[src/rtl/motor_pwm_out.sv]
// motor_pwm_out: two-channel servo PWM with double-buffered commands applied at period boundaries
module motor_pwm_out #(
  parameter int PERIOD_CYCLES = 2_000_000,
  parameter int REV_CYCLES    = 100_000,
  parameter int STOP_CYCLES   = 150_000,
  parameter int FWD_CYCLES    = 200_000,
  parameter int MIRROR_RIGHT  = 1
) (
  input  logic       clk,
  input  logic       reset_n,
  input  logic       cmd_valid,
  output logic       cmd_ready,
  input  logic [1:0] cmd_left,
  input  logic [1:0] cmd_right,
  output logic       motor_l,
  output logic       motor_r,
  output logic       period_start
);
  localparam int W = $clog2(PERIOD_CYCLES);
  localparam logic [W-1:0] LAST = W'(PERIOD_CYCLES - 1);
  localparam logic [W-1:0] REV  = W'(REV_CYCLES);
  localparam logic [W-1:0] STOP = W'(STOP_CYCLES);
  localparam logic [W-1:0] FWD  = W'(FWD_CYCLES);
  logic [W-1:0] cnt, cnt_nxt;
  logic run, start, pend_valid;
  logic [1:0] act_l, act_r, pend_l, pend_r, nxt_l, nxt_r;
  function automatic logic [W-1:0] width(input logic [1:0] c, input logic swap);
    return c == 2'b01 ? (swap ? REV : FWD) : c == 2'b10 ? (swap ? FWD : REV) : STOP;
  endfunction
  assign cmd_ready = !pend_valid;
  // outputs are registered from the index and command of the cycle about to begin
  always_comb begin
    start   = !run || cnt == LAST;
    cnt_nxt = start ? '0 : cnt + W'(1);
    nxt_l   = start && pend_valid ? pend_l : act_l;
    nxt_r   = start && pend_valid ? pend_r : act_r;
  end
  always_ff @(posedge clk or negedge reset_n) begin
    if (!reset_n) begin
      run          <= 1'b0;
      cnt          <= '0;
      act_l        <= 2'b00;
      act_r        <= 2'b00;
      pend_l       <= 2'b00;
      pend_r       <= 2'b00;
      pend_valid   <= 1'b0;
      motor_l      <= 1'b0;
      motor_r      <= 1'b0;
      period_start <= 1'b0;
    end else begin
      run          <= 1'b1;
      cnt          <= cnt_nxt;
      period_start <= start;
      act_l        <= nxt_l;
      act_r        <= nxt_r;
      motor_l      <= cnt_nxt < width(nxt_l, 1'b0);
      motor_r      <= cnt_nxt < width(nxt_r, MIRROR_RIGHT != 0);
      if (cmd_valid && !pend_valid) begin
        pend_l     <= cmd_left;
        pend_r     <= cmd_right;
        pend_valid <= 1'b1;
      end else if (start) pend_valid <= 1'b0;
    end
  end
endmodule

[config.mk]
export PLATFORM = sky130hd
export DESIGN_NAME = motor_pwm_out
export DESIGN_NICKNAME = d
export VERILOG_FILES = /design/src/rtl/motor_pwm_out.sv
export SDC_FILE = /design/constraint.sdc
export NUM_CORES = 1
export LEC_CHECK = 0
export ABC_CLOCK_PERIOD_IN_PS = 3700
export CAP_MARGIN = 20
export CORE_MARGIN = 4
export CORE_UTILIZATION = 50
export CTS_CLUSTER_DIAMETER = 100
export CTS_CLUSTER_SIZE = 12
export DETAILED_ROUTE_END_ITERATION = 10
export PLACE_DENSITY = 0.7
export SYNTH_ARGS = -nofsm -noshare
export SYNTH_HDL_FRONTEND = slang
export SYNTH_SLANG_ARGS = --single-unit
[constraint.sdc]
create_clock -name clk -period 3.7 [get_ports clk]
set_input_delay 0.74 -clock clk [delete_from_list [all_inputs] [get_ports clk]]
set_output_delay 0.74 -clock clk [all_outputs]
set_load 0.005 [all_outputs]
Word level (Yosys, flattened, before mapping)
Index checks and enable logic that the tools add are counted.
- logic and storage cells: 33
- output and inout bits: 4
- register bits after elaboration: 34
- input port bits: 7
- magnitude comparators: 2
- $add $sub $neg: 1
- reductions and logical operators: 6
- eq/ne operators: 5
- mux-type cells: 9
- operator list (operator ; count):
    18-bit two-way mux ; 3
    21-bit by 18-bit less-than comparator with 1-bit output ; 2
    21-bit by 1-bit adder with 21-bit output, second input constant ; 1
    21-bit equality test, second input constant ; 1
    21-bit two-way mux ; 1
    17-bit two-way mux ; 1
    2-bit by 1-bit equality test with 1-bit output, second input constant ; 2
    2-bit equality test, second input constant ; 2
    2-bit two-way mux ; 2
    1-bit logical AND ; 2
    1-bit zero test ; 2
    1-bit two-way mux ; 2
    2-bit nonzero test ; 1
    1-bit logical OR ; 1

Longest topological paths before layout
- depth in word-level cells: 8
- depth in mapped cells: 18
- depth with buffers taken out: 16

Least setup slack after synthesis
Ideal clock, no wire load.
- kind: flip-flop to flip-flop
- start point: register cnt[0]
- end point: register motor_l
- stages on the path, launching flop included: 18
- arrival time: 3.339 ns
- clock period less this slack: 3.466 ns
- buffers on the path: 2
- library setup time: 0.127 ns
- data required time: 3.573 ns
- path slack: 0.234 ns
- cell sequence: dfrtp_1 > ha_1 > and3_1 > buf_4 > nand3_2 > o21ai_2 > buf_6 > nand2_1 > mux2_2 > ha_1 > inv_1 > ha_1 > and3_1 > nand4_1 > nor2_1 > or4b_1 > o21ai_1 > o31ai_1
- longest elaborated chain between the ends: 8
- elaborated cells between the ends (all ways): 11
- those cells by class: add/sub: 1; order compare: 1; eq/ne: 3; mux: 4; reduce/logical: 2
- ends and longest elaborated chain (item ; RTL line ; RTL):
    from (decl) ; 24 ; logic [W-1:0] cnt, cnt_nxt;
    from (signal assigned) ; 52 ; cnt <= cnt_nxt;
    21-bit equality test (*) ; 33 ; start = !run || cnt == LAST;
    1-bit logical OR (*) ; 33 ;
    1-bit logical AND (*) ; 35 ; nxt_l = start && pend_valid ? pend_l : act_l;
    2-bit two-way mux (*) ; 35 ;
    via nxt_l[1] ; 26 ; logic [1:0] act_l, act_r, pend_l, pend_r, nxt_l, nxt_r;
    2-bit equality test ; 28 ; return c == 2'b01 ? (swap ? REV : FWD) : c == 2'b10 ? (swap ? FWD : REV) : STOP;
    18-bit two-way mux ; 28 ;
    18-bit two-way mux (*) ; 28 ;
    21-bit by 18-bit less-than comparator with 1-bit output (*) ; 56 ; motor_l <= cnt_nxt < width(nxt_l, 1'b0);
    to (signal assigned) ; 56 ;
    to (decl) ; 15 ; output logic motor_l,
The timed path passes the listed nets; every way through them passes the cells marked *.
A chain may end at the register's enable or synchronous reset.

Final worst setup path
Ends and elaborated chain as after synthesis.

==> results.ini <==
[clock_network]
cts.htree.levels = 2
clockRootBuffer = clkbuf_8
cts_tree = yes
cts_resized = 0
cts.sinks = 34
path_clk_slew_ns = 0.07
cts_hold_buffers = 0
clk_latency_ns = 0.28
cts_buffers = 5
cts_setup_buffers = 0
clockBufferDepth = 2

[timing]
timing.setup.tns_ns = 0
hold_violations = 0
skew_ns = 0.00730
setup-violations-final = 0
period_share = 0.924
finalMaxSlewViolations = 0
fmax_ghz = 0.293
period_minus_slack_ns = 3.42

[synth]
yosysTopAreaCellShare = 0.369
synth_fp_nets = 266
asyncSetResetFlopFracSynth = 1.00
ys_seq_area_frac = 0.369
yosysUniqueCellTypes = 50
synth_most_common_cell = dfrtp_1
synthCells = 233
yosysWarnings = 0
synthTopCellsByCount = dfrtp_1 (34), nor2_1 (27), ha_1 (26), nand2_1 (14)
ys.flop_type = dfrtp_1
ys_top_cells_by_area = dfrtp_1 (37%), ha_1 (14%), nor2_1 (4.4%)
synth_edf_count = 0
yosysTopAreaCell = dfrtp_1
synth.avg_cell_area_um2 = 9.89
synth_seq_cells = 34
synthesis.area_um2 = 2300

[routing]
drc = 0
viasPerCell = 5.72
drt_first_pass_iters = 4
wl_per_cell_um = 15.0
wirelength_um = 4530
drt-initial-drc-count = 86
ant_nets = 0
num_vias = 1722

[critical_path]
path_cells = ha_2 -> and3_1 -> nand3_2 -> o21ai_4 -> nand2_4 -> mux2_2 -> ha_1 -> inv_1 -> ha_1 -> and3_1 -> nand4_1 -> nor2_2 -> or4b_1 -> o21ai_1 -> o31ai_1
critical_path.max_fanout = 8
r2r_slack_ns = 0.28
worstPathRequired_ns = 3.86
crit_path_start_kind = flop
r2r_start = cnt[0]
arrival_ns = 3.58
crit_end = motor_l
max_stage_delay_ns = 0.44
reg2reg_depth = 15
cpMaxStageDelayCell = or4b_1
worstSetupStartpoint = cnt[0]
crit_path_end_kind = flop
crit_type = flop to flop
r2r-end = motor_l

[global_routing]
grt_pass1_wl_um = 8020
grt_pass1_vias = 1698
grt_max_degree = 35
grt_overflow = 0
grt_usage = 0.183
grt_antenna_before_repair = 0

[run_status]
status = completed

[power]
leakage_nw = 1.21
p_per_area_nw_per_um2 = 392
ir_worst_vdd_uv = 266

[layout]
nets = 282
fin_util = 0.584
drive_gt1_frac = 0.129
diodes = 0
synthToLayoutAreaGrowth_pct = 11.9

[job]
cap_violations = 0

[floorplanning]
rows = 24
die_w_um = 75.9
core-area_um2 = 4410
pin_count = 11
dieArea_um2 = 5760
die_height_um = 75.9
initial_core_util = 0.522

[placed_design]
portBuffers = 10
hpwl_um = 3440
routabilityCongestion = 0.909

[hold_path]
min_path_type = flop to flop

## state kept, by name, indices dropped and copies added (netlist names)
| signal | count |
|---|---|
| cnt | 21 |
| act_l | 2 |
| act_r | 2 |
| pend_l | 2 |
| pend_r | 2 |
| motor_l | 1 |
| motor_r | 1 |
| pend_valid | 1 |
| period_start | 1 |
| run | 1 |
## placed cells by master, fill, tap and decap left out, types with 2 or more instances in the layout
master,count
a211oi_1,2
a21o_1,4
a21oi_1,6
a31oi_1,3
and2_1,5
and3_1,6
and4_1,4
buf_4,5
clkbuf_1,2
clkbuf_8,5
clkdlybuf4s50_1,10
dfrtp_1,34
ha_1,25
inv_1,11
mux2_2,7
mux2i_1,4
nand2_1,13
nand3_1,10
nand4_1,5
nor2_1,26
nor2b_1,2
nor3_1,3
nor3b_1,2
nor4b_2,2
o211ai_1,2
o21ai_0,5
o31ai_1,4
or3_1,2
xnor2_1,11
xor2_1,7
## report_power, final
group,switching [mW],total (mW),internal [mW]
Clock,0.127,0.257,0.130
Sequential,0.0253,0.431,0.406
Combinational,0.183,0.323,0.139
## area by class of cell
type	count	area, µm²
Timing Repair Buffer	15	138
Sequential cell	34	851
Fill cell	395	1840
Tap cell	52	65.1
Multi-Input combinational cell	182	1410
Clock buffer	7	76.3
Inverter	11	41.3
## critical path: cells and delay by family, from the launching register on
family                   cells  cell delay [ns]
multiplexers                 1             0.32
buffers and inverters        1             0.05
AO/OA/AOI/OAI                3             0.45
AND/OR/NAND/NOR              7             1.30
flip-flops                   1             0.41
adder cells (fa/ha/maj)      3             0.76
## cells by family (layout without fill, tap and decap cells)
| family | Yosys count | in the layout | share of synthesized area |
|---|---|---|---|
| DFF | 34 | 34 | 0.369 |
| AOI/OAI and AO/OA | 33 | 33 | 0.0961 |
| adders and majority gates | 26 | 26 | 0.141 |
| muxes | 11 | 11 | 0.0516 |
| other | 1 | 1 | 0.00163 |
| buffers and inverters | 17 | 33 | 0.0375 |
| xor gates and xnor gates | 18 | 18 | 0.0684 |
| and+or+nand+nor | 93 | 93 | 0.234 |
## layer usage
| layer | vias to the layer above | global-route usage | share of wire |
|---|---|---|---|
| li1 | 865 | - | - |
| met1 | 807 | 0.257 | 0.49 |
| met2 | 37 | 0.274 | 0.45 |
| met3 | 13 | 0.0343 | 0.034 |
| met5 | - | 0 | 0 |
| met4 | 0 | 0.0777 | 0.027 |
## worst min path at each step
stage | from | endpoint | slack [ns] | cells past startpoint
after floorplan | reset_n | act_l[0] | 0.44 | 0
after global placement | act_r[0] | act_r[0] | 0.49 | 2
after detailed placement | pend_r[1] | pend_r[1] | 0.50 | 1
after CTS | cnt[0] | cnt[0] | 0.51 | 1
after global routing | cnt[0] | cnt[0] | 0.53 | 1
final | pend_r[1] | pend_r[1] | 0.51 | 1
## metrics by stage
stage | instances | worst slack [ns] | instance area, µm² | power, mW | hold WS (ns)
after CTS | 301 | 0.175 | 2540 | 1.02 | 0.509
after detailed placement | 294 | 0.178 | 2460 | 0.754 | 0.496
after floorplan | 233 | 0.234 | 2300 | 0.663 | 0.444
after global routing | 301 | -0.0175 | 2580 | 1.10 | 0.532
after global placement | 294 | 0.283 | 2460 | 0.741 | 0.495
final | 301 | 0.283 | 2580 | 1.01 | 0.511
Power figures use the tool's default switching activity.
